### config.mk
export PLATFORM = sky130hd
export DESIGN_NAME = qr_codeword_extractor
export DESIGN_NICKNAME = d
export VERILOG_FILES = /design/src/rtl/qr_codeword_extractor_pkg.sv /design/src/rtl/qr_codeword_extractor_walker.sv /design/src/rtl/qr_codeword_extractor.sv
export SDC_FILE = /design/constraint.sdc
export NUM_CORES = 1
export LEC_CHECK = 0
export ABC_AREA = 1
export CAP_MARGIN = 20
export CORE_ASPECT_RATIO = 1.4
export CORE_MARGIN = 2
export CORE_UTILIZATION = 57
export CTS_CLUSTER_SIZE = 12
export DETAILED_ROUTE_END_ITERATION = 10
export PLACE_DENSITY = 0.95
export RECOVER_POWER = 50
export SYNTH_ARGS = -nofsm -noshare
export SYNTH_HDL_FRONTEND = slang
export SYNTH_HIERARCHICAL = 1
export SYNTH_SLANG_ARGS = --single-unit
### constraint.sdc
create_clock -name clk_in -period 32 [get_ports clk_in]
set_input_delay 3.2 -clock clk_in [delete_from_list [all_inputs] [get_ports clk_in]]
set_output_delay 3.2 -clock clk_in [all_outputs]
set_load 0.1 [all_outputs]
### src/rtl/qr_codeword_extractor_pkg.sv
// Shared definitions for the version-1 QR codeword extractor: grid geometry,
// extractor state encoding, and module classification / grid addressing helpers.
package qr_pkg;

   localparam int MOD_SIZE      = 21;
   localparam int NUM_CODEWORDS = 26;
   localparam int GRID_BITS     = MOD_SIZE * MOD_SIZE;

   typedef enum logic [1:0] {
      ST_IDLE = 2'd0,
      ST_WALK = 2'd1,
      ST_EMIT = 2'd2,
      ST_DONE = 2'd3
   } ext_state_e;

   // Finder/separator/format areas, the timing row/column and the dark module.
   function automatic logic is_function_module(input logic [4:0] row, input logic [4:0] col);
      logic top, bottom, left, right;
      top    = (row <= 5'd8);
      bottom = (row >= 5'd13);
      left   = (col <= 5'd8);
      right  = (col >= 5'd13);
      return (top && left) || (top && right) || (bottom && left) ||
             (row == 5'd6) || (col == 5'd6);
   endfunction

   function automatic logic [8:0] grid_bit_index(input logic [4:0] row, input logic [4:0] col);
      return 9'(MOD_SIZE - 1) - 9'(row) + 9'(col) * 9'(MOD_SIZE);
   endfunction

endpackage

### src/rtl/qr_codeword_extractor_walker.sv
// Two-column zigzag position sequencer for a 21x21 grid. Starts at the bottom-right,
// steps right/left within a row, alternates direction per column pair, skips column 6.
module qr_zigzag_walker
   import qr_pkg::*;
(
   input  logic       clk_in,
   input  logic       rst_in,
   input  logic       advance_i,
   input  logic       restart_i,
   output logic [4:0] row_o,
   output logic [4:0] col_o,
   output logic       is_data_o
);

   localparam logic [4:0] EDGE = 5'(MOD_SIZE - 1);

   logic [4:0] row_q, row_d;
   logic [4:0] col_q, col_d;
   logic       up_q, up_d;
   logic       right_q, right_d;
   logic       at_end_row;

   assign at_end_row = up_q ? (row_q == 5'd0) : (row_q == EDGE);

   always_comb begin
      row_d   = row_q;
      col_d   = col_q;
      up_d    = up_q;
      right_d = right_q;
      if (restart_i) begin
         row_d   = EDGE;
         col_d   = EDGE;
         up_d    = 1'b1;
         right_d = 1'b1;
      end else if (advance_i) begin
         if (right_q) begin
            col_d   = col_q - 5'd1;
            right_d = 1'b0;
         end else if (at_end_row) begin
            // Next pair; the pair after (8,7) is (5,4) because column 6 is timing.
            if (col_q != 5'd0) begin
               col_d   = (col_q == 5'd7) ? 5'd5 : col_q - 5'd1;
               up_d    = ~up_q;
               right_d = 1'b1;
            end
         end else begin
            row_d   = up_q ? row_q - 5'd1 : row_q + 5'd1;
            col_d   = col_q + 5'd1;
            right_d = 1'b1;
         end
      end
   end

   always_ff @(posedge clk_in or posedge rst_in) begin
      if (rst_in) begin
         row_q   <= '0;
         col_q   <= '0;
         up_q    <= 1'b1;
         right_q <= 1'b1;
      end else begin
         row_q   <= row_d;
         col_q   <= col_d;
         up_q    <= up_d;
         right_q <= right_d;
      end
   end

   assign row_o     = row_q;
   assign col_o     = col_q;
   assign is_data_o = ~is_function_module(row_q, col_q);

endmodule

### src/rtl/qr_codeword_extractor.sv
// Captures an unmasked version-1 QR grid, walks the data modules in zigzag order and
// streams the 26 packed codewords (MSB = first walked module) over valid/ready.
module qr_codeword_extractor
   import qr_pkg::*;
(
   input  logic                 clk_in,
   input  logic                 rst_in,
   input  logic                 grid_valid,
   input  logic [GRID_BITS-1:0] grid_in,
   output logic [7:0]           cw_data,
   output logic                 cw_valid,
   input  logic                 cw_ready,
   output logic [4:0]           cw_index,
   output logic                 cw_last,
   output logic                 busy,
   output logic                 extract_done,
   output ext_state_e           dbg_state
);

   localparam logic [4:0] LAST_IDX = 5'(NUM_CODEWORDS - 1);

   ext_state_e           state_q, state_d;
   logic [GRID_BITS-1:0] grid_q, grid_d;
   logic [6:0]           shift_q, shift_d;
   logic [2:0]           bit_cnt_q, bit_cnt_d;
   logic [7:0]           cw_data_q, cw_data_d;
   logic                 cw_valid_q, cw_valid_d;
   logic [4:0]           cw_index_q, cw_index_d;
   logic                 cw_last_q, cw_last_d;
   logic                 busy_q, busy_d;
   logic                 done_q, done_d;

   logic                 walk_advance, walk_restart, walk_is_data;
   logic [4:0]           walk_row, walk_col;
   logic                 cur_bit;

   qr_zigzag_walker u_walker (
      .clk_in    (clk_in),
      .rst_in    (rst_in),
      .advance_i (walk_advance),
      .restart_i (walk_restart),
      .row_o     (walk_row),
      .col_o     (walk_col),
      .is_data_o (walk_is_data)
   );

   assign cur_bit = grid_q[grid_bit_index(walk_row, walk_col)];

   // Stream: cw_valid stays high with cw_data/cw_index/cw_last frozen until a cycle
   // with cw_valid && cw_ready; that edge is the transfer. Walk is frozen meanwhile.
   always_comb begin
      state_d      = state_q;
      grid_d       = grid_q;
      shift_d      = shift_q;
      bit_cnt_d    = bit_cnt_q;
      cw_data_d    = cw_data_q;
      cw_valid_d   = cw_valid_q;
      cw_index_d   = cw_index_q;
      cw_last_d    = cw_last_q;
      busy_d       = busy_q;
      done_d       = 1'b0;
      walk_advance = 1'b0;
      walk_restart = 1'b0;
      case (state_q)
         ST_IDLE: begin
            if (grid_valid) begin
               grid_d       = grid_in;
               busy_d       = 1'b1;
               bit_cnt_d    = '0;
               cw_index_d   = '0;
               walk_restart = 1'b1;
               state_d      = ST_WALK;
            end
         end
         ST_WALK: begin
            walk_advance = 1'b1;
            if (walk_is_data) begin
               shift_d   = {shift_q[5:0], cur_bit};
               bit_cnt_d = bit_cnt_q + 3'd1;
               if (bit_cnt_q == 3'd7) begin
                  cw_data_d  = {shift_q, cur_bit};
                  cw_valid_d = 1'b1;
                  cw_last_d  = (cw_index_q == LAST_IDX);
                  state_d    = ST_EMIT;
               end
            end
         end
         ST_EMIT: begin
            if (cw_ready) begin
               cw_valid_d = 1'b0;
               cw_last_d  = 1'b0;
               bit_cnt_d  = '0;
               if (cw_index_q == LAST_IDX) begin
                  cw_index_d = '0;
                  busy_d     = 1'b0;
                  done_d     = 1'b1;
                  state_d    = ST_DONE;
               end else begin
                  cw_index_d = cw_index_q + 5'd1;
                  state_d    = ST_WALK;
               end
            end
         end
         ST_DONE: begin
            cw_index_d = '0;
            state_d    = ST_IDLE;
         end
         default: state_d = ST_IDLE;
      endcase
   end

   always_ff @(posedge clk_in or posedge rst_in) begin
      if (rst_in) begin
         state_q    <= ST_IDLE;
         grid_q     <= '0;
         shift_q    <= '0;
         bit_cnt_q  <= '0;
         cw_data_q  <= '0;
         cw_valid_q <= 1'b0;
         cw_index_q <= '0;
         cw_last_q  <= 1'b0;
         busy_q     <= 1'b0;
         done_q     <= 1'b0;
      end else begin
         state_q    <= state_d;
         grid_q     <= grid_d;
         shift_q    <= shift_d;
         bit_cnt_q  <= bit_cnt_d;
         cw_data_q  <= cw_data_d;
         cw_valid_q <= cw_valid_d;
         cw_index_q <= cw_index_d;
         cw_last_q  <= cw_last_d;
         busy_q     <= busy_d;
         done_q     <= done_d;
      end
   end

   assign cw_data      = cw_data_q;
   assign cw_valid     = cw_valid_q;
   assign cw_index     = cw_index_q;
   assign cw_last      = cw_last_q;
   assign busy         = busy_q;
   assign extract_done = done_q;
   assign dbg_state    = state_q;

endmodule

* Word level (Yosys, flattened, before mapping) *
Cells that the tools add are included.

word-level totals
  flip-flop bits (word level) = 482
  logic and storage cells = 130
  input port bits = 445

cells by class
  bitwise gates (word level) = 2
  multiplexer cells = 55
  eq/ne operators = 17
  $mul = 1
  reduce and logical (&&, ||, !) cells = 28
  add/subtract/negate cells = 8
  order comparisons = 5

operators with widths
  kind                   number
  $mux W5                14
  $mux W1                26
  $reduce_and A4 Y1      5
  $add A5 B1 Y5 const B  3
  $eq A5 B3 Y1 const B   3
  $pmux W5 S3            1
  $eq A5 B5 Y1 const B   2
  $ge A5 B4 Y1 const B   2
  $le A5 B4 Y1 const B   2
  $lt A9 B10 Y1 const B  1
  $mux W2                5
  $ne A2 B2 Y1 const B   5
  $reduce_bool A2 Y1     5
  $sub A5 B1 Y5 const B  2
  $add A9 B9 Y9          1
  $bmux W1 S9            1
  $mul A5 B5 Y9 const B  1
  $mux W3                3
  $pmux W3 S3            1
  $reduce_and A3 Y1      3
  $pmux W2 S4            1
  $pmux W1 S2            3
  $reduce_and A2 Y1      3
  $reduce_bool A3 Y1     2
  13 further kinds       21

* Depth between registers and ports, before layout *
Gate-level depths: netlist (run 1).

  word-level depth = 8
  depth in mapped cells = 22

* Modules after synthesis *
Netlist (run 1), hierarchy kept.

by module, submodules not included
  module                 instances  area each (µm²)  seq. area each (µm²)  cells an instance
  qr_codeword_extractor  1          22989.5          11761.3               2951
  qr_zigzag_walker       1          1116.1           302.8                 160

* Least setup slack after synthesis (run 1) *
OpenSTA, ideal clock, no wires.

  path type = input -> register
  from = input port grid_valid
  to = register u_walker.col_q[4] (netlist: u_walker/col_o[4])
  arrival = 4630 ps
  setup time = 122 ps
  path buffers = 2
  slack = 27248 ps
  stages on the path = 9
  cell sequence = nand2_1 -> inv_2 -> clkbuf_1 -> clkbuf_1 -> inv_1 -> nand2_1 -> nand2_2 -> nor2_1 -> a21oi_2

on the way
  word-level cells in the longest chain between the ends = 4

ends and longest elaborated chain
  what                                                                        line                                source
  start: declaration                                                          qr_codeword_extractor.sv:8          input logic grid_valid,
  $mux W1 *                                                                   qr_codeword_extractor.sv:66         if (grid_valid) begin
  $mux W1 *                                                                   qr_codeword_extractor.sv:64         case (state_q)
  net walk_restart                                                            qr_codeword_extractor.sv:33         logic walk_advance, walk_restart, walk_is_data;
  $ne A4 B2 Y1 (no source line) / $reduce_bool A2 Y1 (equally long branches)  --
  $reduce_and A2 Y1 (no source line)                                          --
  end signal: assignment                                                      qr_codeword_extractor_walker.sv:62  col_q <= col_d;
  end: declaration                                                            qr_codeword_extractor_walker.sv:18  logic [4:0] col_q, col_d;

The timed path passes the listed nets; every way through them passes the cells marked *.
A chain may end at the register's enable or synchronous reset.

* Worst setup path in the final report (run 1) *
  from = input port grid_valid
  to = register grid_q[295]

on the way
  word-level cells in the longest chain between the ends = 1

ends and longest elaborated chain
  what                                line                          source
  $reduce_and A2 Y1 (no source line)  --
  end signal: assignment              qr_codeword_extractor.sv:126  grid_q <= grid_d;
  end: declaration                    qr_codeword_extractor.sv:23   logic [GRID_BITS-1:0] grid_q, grid_d;

Every way passes these cells.

==> out/metrics.csv, run 1 <==
metric;value;unit
outcome;finished with violations;
failed_checks;max-capacitance violations, max-slew violations;
htree_levels;2;
max_cap_viol_count;5;
drt_iter0_markers;2661;
grt_max_degree;223;
fp-row-count;89;
reg2reg_from;dbg_state[0];
worst_setup_path_start_kind;input pin;
holdBufCountCts;0;
fmax;0.0787;GHz
r2r_end;grid_q[295];
synth_edf_count;0;
syn_nets;3597;
post_drt_wl_per_cell;19.1;microns
insertion_delay;0.55;ns
syn_area;0.0241;sq mm
die_y;247;microns
synthToLayoutAreaGrowth;24.5;%
crit_arrival;13.15;ns
clock_skew;0.0124;ns
syn-mean-instance-area;7.75;sq um
ff2ff_path_depth;6;
drt-total-wl;77100;microns
r2r_slack;21.93;ns
rsz0062_at_grt;false;
dp.final_hpwl;50200;microns
antenna_left;0;
gp_congestion;0.904;
max_slew.worst_pin.slew;6.58;ns
synth_top_area_cell;dfrtp_1;
routed-via-count;23114;
crit_end;grid_q[295];
grtUsageTotal;34.7;%
hold_viol_final;0;
clk_pin_slew;0.06;ns
cts.path.max_buffers;3;
layout_worst_path_cycle_share;39.7;%
drv_slew;572;
grt-ovfl-total;0;
ys.flop_type;dfrtp_1;
ys_ff_latch;482;
ys_types;40;
fp.dieW;178;microns
cts.sinks;482;
pin_count;464;
synth_cells;3111;
root_buffer;clkbuf_16;
start_util;57.4;%
yosys_warnings;6;
cts_made_buffers;47;
die_area;0.0440;sq mm
cp.required;32.44;ns
grt_pass1_wl;119000;microns
endpoint_kind;register;
fillCellCount;2919;
worstSetupStartpoint;grid_valid;
finalSetupTns;0;ns
drc_errors;0;
slew_headroom;-341;%
cts_resized;0;
io_buffer_count;463;
yosys-top-cells-area;dfrtp_1, nand2_1, o21ai_0;
hp-class;register to register;
finalCriticalPeriod;12.71;ns
postCtsSetupRepairBufs;0;
first_pass_iters;6;
viasPerCell;5.74;
core;0.0420;sq mm
crit_path_max_fanout;222;
setup-violations-final;0;
critPathKind;input pin to register;
async_reset_ff_share;100;%
first_global_vias;23084;
antenna_found_initial;9;
nets;3940;
drive_above_1_share;3.17;%
tritoncts;yes;
yosys.area.top_type_share;49.8;%
ys_seq_area_share;50.0;%
[layout make-up]
cell class              count  area (sq um)  share of cell area [%]
flip-flops and latches    482         12100                    40.2
inverters                 336          1270                    4.24
well taps                 546           683                    2.28
repair buffers            485          4800                    16.0
clock inverters             2          60.1                   0.200
clock buffers              67          1310                    4.38
multi-input cells        2102          9800                    32.6
diodes                     10          25.0                  0.0834
[critical path, stage by stage]
cell and delay [ns]:
dlygate4sd3_1 0.55, nand2_1 0.73, clkinvlp_2 5.35, buf_4 2.19
buf_4 0.59, o21ai_0 0.38
[sequential cells by signal, summed over array words and instances, names as in the netlist, 2 cells and up]
register,flops
shift_q,7
u_walker/col_o,5
bit_cnt_q,3
u_walker/row_o,5
cw_index,5
dbg_state,2
grid_q,441
cw_data,8
[logic make-up (layout without fill, tap and decap cells)]
logic type | count (synthesis) | in the layout | share of synthesized area, %
AO/OA/AOI/OAI | 490 | 490 | 11.1
XOR/XNOR | 17 | 17 | 0.727
adder cells (fa/ha/maj) | 41 | 41 | 2.38
buffers and inverters | 527 | 890 | 9.34
flip-flops | 482 | 482 | 50.0
other | 0 | 10 | 0
AND/OR/NAND/NOR | 1554 | 1554 | 26.4
[cell usage in the layout (no fill, tap or decap), drive strengths merged]
master	n
diode	10
a21boi	1
nand4	6
a21o	1
o22ai	1
clkbuf	72
dlygate4sd3	3
a2bb2oi	1
xor2	11
o31ai	1
a21oi	63
inv	334
nor2	50
dfstp	2
or2	2
o211ai	78
clkinvlp	2
bufinv	2
ha	33
buf	17
xnor2	6
fa	8
nor3	5
nand3	328
and3	1
dfrtp	480
clkdlybuf4s50	460
o21ai	343
a22o	1
nand2	1162
[layer usage]
layer	up-vias	track usage [%]	wire (microns)
met5	-	0	13
met4	2	23.3	5250
met3	304	6.40	6940
met2	1364	58.0	38200
met1	10900	40.8	26700
li1	10544	-	-
[worst min path at each step]
stage	startpoint	endpoint	slack (ns)	cells past startpoint
4_1_cts	grid_q[248]	grid_q[248]	0.48	2
5_1_grt	grid_q[430]	grid_q[430]	0.49	2
6_report	grid_q[248]	grid_q[248]	0.48	2
3_5_place_dp	grid_q[344]	grid_q[344]	0.46	2
3_3_place_gp	grid_q[12]	grid_q[12]	0.45	2
2_1_floorplan	grid_q[12]	grid_q[12]	0.44	2
[synth_stat cells (3+ instances only)]
library cell  instances
nand2_2               5
o211ai_1             78
xnor2_1               5
buf_4                 7
fa_1                  8
a21oi_1              61
nor3_1                5
o21ai_0             328
o21ai_1              12
buf_1                10
nor2_1               43
buf_6                25
buf_2                44
dfrtp_1             480
nand3_1             326
nor2_2                4
nand4_1               6
inv_2                 4
clkbuf_1            105
nand2_1            1153
nand2_4               4
inv_1               330
ha_1                 33
o21ai_2               3
xor2_1               10
nor2_4                3
[per-stage QoR]
step / setup slack [ns] / util, % / instances / hold WS (ns) / area (sq um)
global placement: 25.10 / 68.2 / 3949 / 0.455 / 28600
detailed placement: 24.96 / 68.2 / 3949 / 0.460 / 28600
global route: 18.35 / 71.5 / 4028 / 0.492 / 30000
CTS: 25.51 / 71.5 / 4018 / 0.477 / 30000
floorplan: 15.69 / - / 3111 / 0.441 / 24100
finish: 19.29 / 71.5 / 4030 / 0.476 / 30000
Power of run 1 is left out: the tool's default activity adds up to more than one toggle a clock period on the data nets, which glitch-free logic cannot reach.
==> run 2: changes to the inputs <==
--- a/config.mk
+++ b/config.mk
@@ -9,10 +9,10 @@
 export CAP_MARGIN = 20
 export CORE_ASPECT_RATIO = 1.4
 export CORE_MARGIN = 2
-export CORE_UTILIZATION = 57
+export CORE_UTILIZATION = 48
 export CTS_CLUSTER_SIZE = 12
 export DETAILED_ROUTE_END_ITERATION = 10
-export PLACE_DENSITY = 0.95
+export PLACE_DENSITY = 0.89
 export RECOVER_POWER = 50
 export SYNTH_ARGS = -nofsm -noshare
 export SYNTH_HDL_FRONTEND = slang
==> constraint.sdc (replaced) <==
create_clock -name clk_in -period 11.05 [get_ports clk_in]
set_input_delay 1.105 -clock clk_in [delete_from_list [all_inputs] [get_ports clk_in]]
set_output_delay 1.105 -clock clk_in [all_outputs]
set_load 0.1 [all_outputs]
==> out/metrics.csv, run 2 (synthesized netlist as in run 1, its figures left out) <==
metric;value;unit
post_drt_wl_per_cell;18.6;microns
layout_common_cells;nand2_1, dfrtp_1, clkdlybuf4s50_1, o21ai_0, inv_1;
first_pass_iters;6;
io_buffer_count;463;
postCtsSetupRepairBufs;0;
antenna_left;0;
drv_slew;220;
rsz0062_at_grt;false;
holdBufCountCts;0;
start_util;48.3;%
drive_above_1_share;3.56;%
failed_checks;max-capacitance violations, max-slew violations;
nets;3938;
finalCriticalPeriod;5.37;ns
cts.path.max_buffers;3;
die_area;0.0521;sq mm
grt_max_degree;226;
grt-ovfl-total;0;
insertion_delay;0.57;ns
clock_skew;0.0116;ns
reg2reg_from;dbg_state[0];
tritoncts;yes;
pin_count;464;
clk_pin_slew;0.06;ns
synthToLayoutAreaGrowth;26.4;%
viasPerCell;5.48;
min-delay-start;grid_q[84];
fp.dieW;193;microns
finalSetupTns;0;ns
grtUsageTotal;29.0;%
slew_headroom;-166;%
crit_arrival;5.86;ns
root_buffer;clkbuf_16;
cp.required;11.54;ns
hold_viol_final;0;
drc_errors;0;
first_global_vias;22221;
cts_resized;0;
routed-via-count;22612;
antenna_found_initial;9;
worst_setup_path_start_kind;input pin;
cts_made_buffers;50;
critPathKind;input pin to register;
largest_reg_flops;441;
largest-register;grid_q;
grt_pass1_wl;120000;microns
fmax;0.186;GHz
dp.final_hpwl;51400;microns
drt_iter0_markers;1994;
cts.sinks;482;
htree_levels;2;
gp_congestion;0.881;
core;0.0499;sq mm
die_y;269;microns
fp-row-count;97;
hp-class;register to register;
crit_path_max_fanout;79;
final_common_cell;nand2_1;
setup-violations-final;0;
layout_worst_path_cycle_share;48.6;%
drt-total-wl;76900;microns
r2r_slack;6.25;ns
endpoint_kind;register;
worstSetupStartpoint;grid_valid;
max_cap_viol_count;3;
max_slew.worst_pin.slew;3.99;ns
outcome;finished with violations;
[run 2: cell types whose count changed in the layout (fill, tap and decap cells not counted), moves of 3 or more]
cell	delta
clkbuf_8	+7
bufinv_16	+3
clkbuf_1	-9
clkbuf_16	+4
clkinv_2	+4
buf_12	+3
buf_4	-8
[run 2: layout make-up]
| cell class | instances | area, sq um |
|---|---|---|
| fill | 4083 | 19400 |
| tap | 643 | 805 |
| sequential | 482 | 12100 |
| antenna | 8 | 20.0 |
| clock inverter | 9 | 170 |
| clock buffer | 70 | 1480 |
| timing repair buffer | 480 | 4820 |
| inverter | 336 | 1280 |
| multi-input combinational | 2102 | 9830 |
[run 2: routing by layer]
layer	part of all wire (%)	track usage [%]	vias up
li1	-	-	10535
met1	38	36.4	10632
met2	47	46.5	1157
met3	7.7	4.83	286
met4	7.0	18.7	2
met5	0.017	0	-
[run 2: stage by stage]
| step | cells | utilization (%) | hold slack [ns] | cell area, sq um | setup slack, ns |
|---|---|---|---|---|---|
| floorplan | 3111 | - | 0.441 | 24100 | 3.58 |
| global placement | 4041 | 57.7 | 0.456 | 28800 | 6.27 |
| detailed placement | 4041 | 57.7 | 0.460 | 28800 | 6.05 |
| CTS | 4120 | 61.0 | 0.476 | 30400 | 6.24 |
| global route | 4129 | 61.1 | 0.493 | 30500 | 5.39 |
| finish | 4130 | 61.1 | 0.471 | 30500 | 5.68 |
[run 2: worst paths after layout]
| check | endpoint | cells past startpoint |
|---|---|---|
| worst max-delay path | grid_q[364] | 5 |
| worst min-delay path | grid_q[84] | 2 |
| worst max register to register | grid_q[364] | 5 |
| worst min register to register | grid_q[84] | 2 |
| max in group asynchronous | grid_q[372] | 4 |
| min in group asynchronous | u_walker/col_o[4] | 2 |
[run 2: worst max-delay path, stage by stage]
cell and delay (ns):
dlygate4sd3_1 0.58, nand2_1 0.78, clkbuf_1 2.82, nand2_1 0.25, nand2_1 0.23
Power of run 2 is left out for the same reason.
